### config.mk
export PLATFORM = sky130hd
export DESIGN_NAME = pmp_check_unit
export DESIGN_NICKNAME = d
export VERILOG_FILES = /design/src/rtl/pmp_check_unit.sv
export SDC_FILE = /design/constraint.sdc
export NUM_CORES = 2
export LEC_CHECK = 0
export CORE_MARGIN = 3
export CORE_UTILIZATION = 28
export DETAILED_ROUTE_END_ITERATION = 8
export MAX_ROUTING_LAYER = met4
export PLACE_DENSITY = 0.49
export REMOVE_ABC_BUFFERS = 1
export SKIP_LAST_GASP = 1
export SLEW_MARGIN = 20
export SYNTH_ARGS = -nofsm -noshare
export SYNTH_HDL_FRONTEND = slang
export SYNTH_SLANG_ARGS = --single-unit
### constraint.sdc
create_clock -name cpu_clock_i -period 22.7 [get_ports cpu_clock_i]
set_input_delay 2.27 -clock cpu_clock_i [delete_from_list [all_inputs] [get_ports cpu_clock_i]]
set_output_delay 2.27 -clock cpu_clock_i [all_outputs]
set_load 0.05 [all_outputs]
### src/rtl/pmp_check_unit.sv
// Physical Memory Protection register file and access checker (32-bit PA).
//
// Holds the pmpcfg/pmpaddr state written by the CSR unit. After each write,
// every entry's region is pre-decoded into registers. Load, store and fetch
// requests are checked against those registers, and the result is returned
// as a registered response one cycle after the request is accepted.
//
// Ports:
//   cpu_clock_i, cpu_reset_i   clock, synchronous active-high reset
//   csr_wr_i/addr/wdata        CSR write port (pmpcfg0..3, pmpaddr0..15)
//   csr_rdata_o                combinational read of csr_addr_i
//   req_valid_i/ready_o        check request handshake
//   req_addr_i/type_i/priv_m_i byte address, 00 ld 01 st 10 fetch, M-mode flag
//   rsp_valid_o/ready_i        response handshake
//   rsp_fault_o/entry_o        access fault, matching entry (0xF = none)
//
// state | meaning
// RDY   | decode registers current, requests may be accepted
// UPD   | decode registers reloading from addr/cfg, requests blocked
module pmp_check_unit #(
  parameter int NUM_ENTRIES = 8
) (
  input  logic        cpu_clock_i,
  input  logic        cpu_reset_i,
  input  logic        csr_wr_i,
  input  logic [11:0] csr_addr_i,
  input  logic [31:0] csr_wdata_i,
  output logic [31:0] csr_rdata_o,
  input  logic        req_valid_i,
  output logic        req_ready_o,
  input  logic [31:0] req_addr_i,
  input  logic [1:0]  req_type_i,
  input  logic        req_priv_m_i,
  output logic        rsp_valid_o,
  input  logic        rsp_ready_i,
  output logic        rsp_fault_o,
  output logic [3:0]  rsp_entry_o
);

  localparam logic [1:0] A_OFF   = 2'd0;
  localparam logic [1:0] A_TOR   = 2'd1;
  localparam logic [1:0] A_NA4   = 2'd2;
  localparam logic [1:0] A_NAPOT = 2'd3;

  typedef enum logic {ST_RDY, ST_UPD} state_t;

  state_t      state;
  logic [7:0]  cfg      [NUM_ENTRIES];
  logic [29:0] addr     [NUM_ENTRIES];
  // For NAPOT/NA4 dec_lo is the match value and dec_hi the mask;
  // for TOR they are the lower and upper word bounds.
  logic [29:0] dec_lo   [NUM_ENTRIES];
  logic [29:0] dec_hi   [NUM_ENTRIES];
  logic [1:0]  dec_mode [NUM_ENTRIES];
  logic [3:0]  dec_perm [NUM_ENTRIES];   // {L, X, W, R}

  logic [29:0] nxt_lo   [NUM_ENTRIES];
  logic [29:0] nxt_hi   [NUM_ENTRIES];
  logic [29:0] prev_addr[NUM_ENTRIES];

  logic [NUM_ENTRIES:0]   tor_lock;
  logic [NUM_ENTRIES-1:0] addr_lock;
  logic [NUM_ENTRIES-1:0] hit_vec;

  logic        cfg_sel, addr_sel, pmp_wr, accept;
  logic [1:0]  cfg_idx;
  logic [3:0]  addr_idx;
  logic [29:0] req_word;
  logic        hit_found, perm_ok, chk_fault;
  logic [3:0]  hit_idx, hit_perm;
  logic        unused_bits;

  assign cfg_sel  = (csr_addr_i[11:2] == 10'h0E8);   // 0x3A0..0x3A3
  assign addr_sel = (csr_addr_i[11:4] == 8'h3B);     // 0x3B0..0x3BF
  assign cfg_idx  = csr_addr_i[1:0];
  assign addr_idx = csr_addr_i[3:0];
  assign pmp_wr   = csr_wr_i && (cfg_sel || addr_sel);
  assign req_word = req_addr_i[31:2];
  assign unused_bits = ^req_addr_i[1:0];

  assign req_ready_o = (state == ST_RDY) && !csr_wr_i && !(rsp_valid_o && !rsp_ready_i);
  assign accept      = req_valid_i && req_ready_o;

  always_comb begin
    csr_rdata_o = '0;
    for (int i = 0; i < NUM_ENTRIES; i++) begin
      if (cfg_sel && int'(cfg_idx) == i / 4)
        csr_rdata_o[8*(i%4) +: 8] = cfg[i];
      if (addr_sel && int'(addr_idx) == i)
        csr_rdata_o = {2'b00, addr[i]};
    end
  end

  // pmpaddr[i] is frozen by its own lock, or by a locked TOR entry above it
  // that uses it as the lower bound.
  always_comb begin
    tor_lock = '0;
    addr_lock = '0;
    for (int i = 0; i < NUM_ENTRIES; i++)
      tor_lock[i] = cfg[i][7] && (cfg[i][4:3] == A_TOR);
    for (int i = 0; i < NUM_ENTRIES; i++)
      addr_lock[i] = cfg[i][7] || tor_lock[i+1];
  end

  always_comb begin
    for (int i = 0; i < NUM_ENTRIES; i++) prev_addr[i] = '0;
    for (int i = 1; i < NUM_ENTRIES; i++) prev_addr[i] = addr[i-1];
  end

  // NAPOT: addr ^ (addr + 1) sets bits [t:0] for t trailing ones; an
  // all-ones address wraps to zero and so yields an all-zero mask.
  always_comb begin
    for (int i = 0; i < NUM_ENTRIES; i++) begin
      nxt_lo[i] = '0;
      nxt_hi[i] = '0;
      case (cfg[i][4:3])
        A_TOR: begin
          nxt_lo[i] = prev_addr[i];
          nxt_hi[i] = addr[i];
        end
        A_NA4: begin
          nxt_lo[i] = addr[i];
          nxt_hi[i] = '1;
        end
        A_NAPOT: begin
          nxt_hi[i] = ~(addr[i] ^ (addr[i] + 30'd1));
          nxt_lo[i] = addr[i] & ~(addr[i] ^ (addr[i] + 30'd1));
        end
        default: ;
      endcase
    end
  end

  always_comb begin
    hit_vec = '0;
    for (int i = 0; i < NUM_ENTRIES; i++) begin
      case (dec_mode[i])
        A_TOR:          hit_vec[i] = (req_word >= dec_lo[i]) && (req_word < dec_hi[i]);
        A_NA4, A_NAPOT: hit_vec[i] = ((req_word & dec_hi[i]) == dec_lo[i]);
        default:        hit_vec[i] = 1'b0;
      endcase
    end
  end

  always_comb begin
    hit_found = 1'b0;
    hit_idx   = 4'hF;
    hit_perm  = '0;
    for (int i = 0; i < NUM_ENTRIES; i++) begin
      if (hit_vec[i] && !hit_found) begin
        hit_found = 1'b1;
        hit_idx   = 4'(i);
        hit_perm  = dec_perm[i];
      end
    end
    case (req_type_i)
      2'b01:   perm_ok = hit_perm[1];
      2'b10:   perm_ok = hit_perm[2];
      default: perm_ok = hit_perm[0];
    endcase
    if (!hit_found)
      chk_fault = !req_priv_m_i;
    else
      chk_fault = (!req_priv_m_i || hit_perm[3]) && !perm_ok;
  end

  always_ff @(posedge cpu_clock_i) begin
    if (cpu_reset_i) begin
      state       <= ST_UPD;
      rsp_valid_o <= 1'b0;
      rsp_fault_o <= 1'b0;
      rsp_entry_o <= 4'hF;
      for (int i = 0; i < NUM_ENTRIES; i++) begin
        cfg[i]      <= '0;
        addr[i]     <= '0;
        dec_lo[i]   <= '0;
        dec_hi[i]   <= '0;
        dec_mode[i] <= A_OFF;
        dec_perm[i] <= '0;
      end
    end else begin
      if (csr_wr_i && cfg_sel) begin
        for (int i = 0; i < NUM_ENTRIES; i++)
          if (int'(cfg_idx) == i / 4 && !cfg[i][7])
            cfg[i] <= csr_wdata_i[8*(i%4) +: 8] & 8'h9F;
      end
      if (csr_wr_i && addr_sel) begin
        for (int i = 0; i < NUM_ENTRIES; i++)
          if (int'(addr_idx) == i && !addr_lock[i])
            addr[i] <= csr_wdata_i[29:0];
      end

      case (state)
        ST_RDY: if (pmp_wr) state <= ST_UPD;
        ST_UPD: begin
          for (int i = 0; i < NUM_ENTRIES; i++) begin
            dec_lo[i]   <= nxt_lo[i];
            dec_hi[i]   <= nxt_hi[i];
            dec_mode[i] <= cfg[i][4:3];
            dec_perm[i] <= {cfg[i][7], cfg[i][2:0]};
          end
          if (!pmp_wr) state <= ST_RDY;
        end
        default: state <= ST_UPD;
      endcase

      if (accept) begin
        rsp_valid_o <= 1'b1;
        rsp_fault_o <= chk_fault;
        rsp_entry_o <= hit_idx;
      end else if (rsp_ready_i) begin
        rsp_valid_o <= 1'b0;
      end
    end
  end

endmodule
==> impl_metrics.tcl <==
set metrics [dict create \
    outcome "finished clean" \
    yosysUniqueCellTypes 82 \
    core_sq_um 223400 \
    post_cts.repair.setup_buffers 0 \
    die_y_um 481.0 \
    tightest_slew_ns 1.177 \
    regArea_sq_um 24640 \
    synth-compound-area-share_pct 13.91 \
    synth-edff-count 816 \
    setup_violations 0 \
    critPathMaxStageDelay_ns 0.97 \
    fmax_mhz 109.6 \
    syn_inst 6620 \
    crit_fanout 15 \
    nNetsFinal 7688 \
    clock-sinks 823 \
    setup_tns_ns 0 \
    synthTopCellsByCount "945 x ha_1, 816 x edfxtp_1, 813 x inv_1, 769 x nor2_1, 497 x nand2_1" \
    syn_area_per_cell_sq_um 9.544 \
    ant_nets 0 \
    power.leakage_nw 29.20 \
    drcViolationCount 0 \
    holdCritPathClass "flop to flop" \
    gp_congestion 0.9558 \
    ys_warn_count 0 \
    critPathTopFamily "simple AND/OR/NAND/NOR gates" \
    fin_crit_ns 9.126 \
    n_fill_cell 23080 \
    cts_root_buffer "clkbuf_16" \
    startpoint_type "primary input" \
    r2r_cells 14 \
    ys_ff_latch 823 \
    cts_inserted_buffers 100 \
    area_growth_pct 12.95 \
    endpoint_kind "output port" \
    firstDrtPassIters 9 \
    arrival_ns 6.86 \
    die_area_sq_um 231400 \
    grt_pass1_vias 50080 \
    grt_max_degree 156 \
    antenna_found_initial 27 \
    cts_resized 0 \
    ir_worst_vdd_uv 59.65 \
    min_from "rsp_entry_o[1]" \
    grtUsageTotal_pct 23.63 \
    vias 52490 \
    rr_endpoint "rsp_fault_o" \
    port_buffers 118 \
    h-tree-depth 3 \
    fin_worst_skew_ns 0.04953 \
    drive_gt1_share_pct 8.783 \
    holdPathEnd "rsp_entry_o[1]" \
    finalPower_w 0.004355 \
    ys_async_sr_fraction_pct 0 \
    drt_iter0_markers 6257 \
    critPathSlowestCell "clkdlybuf4s50_1" \
    placed_cell_area_sq_um 67910 \
    power-per-cell-area_nw_per_um2 61.02 \
    crit_buf_inv 3 \
    final_core_util_pct 31.95 \
    boundaryPins 123 \
    whs_path_depth 2 \
    start_util_pct 28.29 \
    clkTransAtPathRegs_ns 0.06 \
    critical_path.cell_chain "clkdlybuf4s50_1 -> nand2_1 -> nor4_2 -> buf_4 -> nand2_1 -> nor3b_1 -> nand3_1 -> a41oi_1 -> clkdlybuf4s50_1" \
    netlist.area_leader.share_pct 38.78 \
    clk_latency_ns 0.77 \
    hold_buffers 0 \
    synth.most_common_cell "ha_1" \
    clk_path_buf_depth 3 \
    synth-simple-area-share_pct 13.97 \
    synth_xor_area_share_pct 3.188 \
    wl_per_cell_um 28.07 \
    multiInputGateArea_sq_um 34380 \
    finalWirelength_um 273000 \
    synthAdderAreaFrac_pct 18.71 \
    max_slew_margin_pct 21.14 \
    rsz0062_at_grt "false" \
    ys_seq_area_share_pct 39.00 \
    max-cap-violations 0 \
    reg2reg_slack_ns 18.29 \
    netlist_area_sq_um 63180 \
    rows 173 \
    ys_top_cells_by_area "edfxtp_1 39%, ha_1 19%, inv_1 4.8%, nor2_1 4.6%, mux2_2 3.6%" \
    grt_pass1_wl_um 377800 \
    synth_top_family_by_area "adder cells" \
    fin_area_sq_um 71370 \
    cts_tree "built" \
    post-synth-top-area-cell "edfxtp_1" \
    finalMaxSlewViolations 0 \
    dp_hpwl_um 197800 \
    finalHoldViolations 0 \
    viasPerCell 5.398 \
    worstReg2RegStart "dec_lo[0][17]" \
    synth_mux_area_share_pct 4.422 \
    grt_overflow_total 0 \
    dominantRegCellSynth "edfxtp_1" \
    die_x_um 481.0 \
    critPathKind "primary input to output port" \
    critical_path_required_ns 20.43 \
    fin_crit_sh_pct 40.20 \
]
-- worst min-delay path: cells and delay by family (launching register included) --
| family | cells | cell delay, ns |
|---|---|---|
| AOI/OAI and AO/OA | 2 | 0.12 |
| DFF | 1 | 0.33 |
-- report_power, final --
part | switching [W] | leakage, nW | internal [W]
Combinational | 0.000451 | 18.7 | 0.000255
Clock | 0.000748 | 1.66 | 0.000991
Sequential | 0.000137 | 8.83 | 0.00177
Total | 0.00134 | 29.2 | 0.00302
-- state kept, by name, indices dropped and copies added, names as in the netlist --
signal	cells
rsp_entry_o	4
dec_perm	32
dec_mode	16
cfg	48
state	1
dec_lo	240
dec_hi	240
rsp_valid_o	1
rsp_fault_o	1
addr	240
-- cell type report --
type                    instances  share of cell area (%)
well taps                    2975                   5.216
multi-input cells            4659                   48.17
flip-flops and latches        823                   34.53
repair buffers                261                   2.963
clock buffers                 111                   3.594
clock inverters                72                   1.213
diodes                         10                 0.03506
inverters                     814                   4.281
-- layer usage --
metal	part of all wire, %	GRT usage (%)	routed length [um]
met1	41	29.27	110800
met2	46	37.03	124300
met3	7.2	3.411	19610
met4	6.7	13.04	18360
met5	0	-	0
-- cells in the final DEF, fill, tap and decap left out, drive strengths merged, types with 15 or more instances in the layout --
master         Yosys  routed
and2              49      49
a22o              16      16
mux2             201     201
a21o              47      47
nor3              29      29
o21ai            380     380
and4              26      26
nor4              50      50
a32oi            174     174
nand4            146     146
nor2             769     769
edfxtp           816     816
buf               35     174
nand2            498     498
bufinv             0      15
a221oi            24      24
a211oi            30      30
nand2b            25      25
or2               15      15
a21oi            225     225
mux2i             35      35
xor2             123     123
xnor2            107     107
a222oi            26      26
clkinv             1      46
ha               945     945
nand3            151     151
a22oi            253     253
clkbuf           289     111
nor2b            108     108
and3              51      51
inv              813     818
clkdlybuf4s50      0      87
-- worst max-delay path by stage --
stage	startpoint	end	slack, ns	cells past startpoint
6_report	csr_addr_i[9]	csr_rdata_o[27]	13.57	9
5_1_grt	csr_addr_i[9]	csr_rdata_o[27]	13.44	9
4_1_cts	csr_addr_i[9]	csr_rdata_o[18]	13.62	9
3_5_place_dp	csr_addr_i[9]	csr_rdata_o[18]	13.66	9
3_3_place_gp	csr_addr_i[9]	csr_rdata_o[18]	13.65	9
2_1_floorplan	cpu_reset_i	dec_hi[0][0]	13.47	1
-- stage by stage --
stage / worst slack [ns] / hold slack, ns / cells
after floorplan: 13.47 / 0.5246 / 6296
after global placement: 13.65 / 0.4613 / 9532
after detailed placement: 13.66 / 0.4742 / 9532
after CTS: 13.62 / 0.4887 / 9715
after global routing: 13.44 / 0.5049 / 9716
final: 13.57 / 0.4778 / 9725
-- cells by family (layout without fill, tap and decap cells) --
family          count (synthesis)  count (layout)
compound gates               1308            1308
xor+xnor                      230             230
fa+ha+maj                     945             945
buf+inv                      1138            1258
flops                         823             823
mux                           244             244
other cells                     1              11
simple gates                 1931            1931
Power figures use the tool's default switching activity.
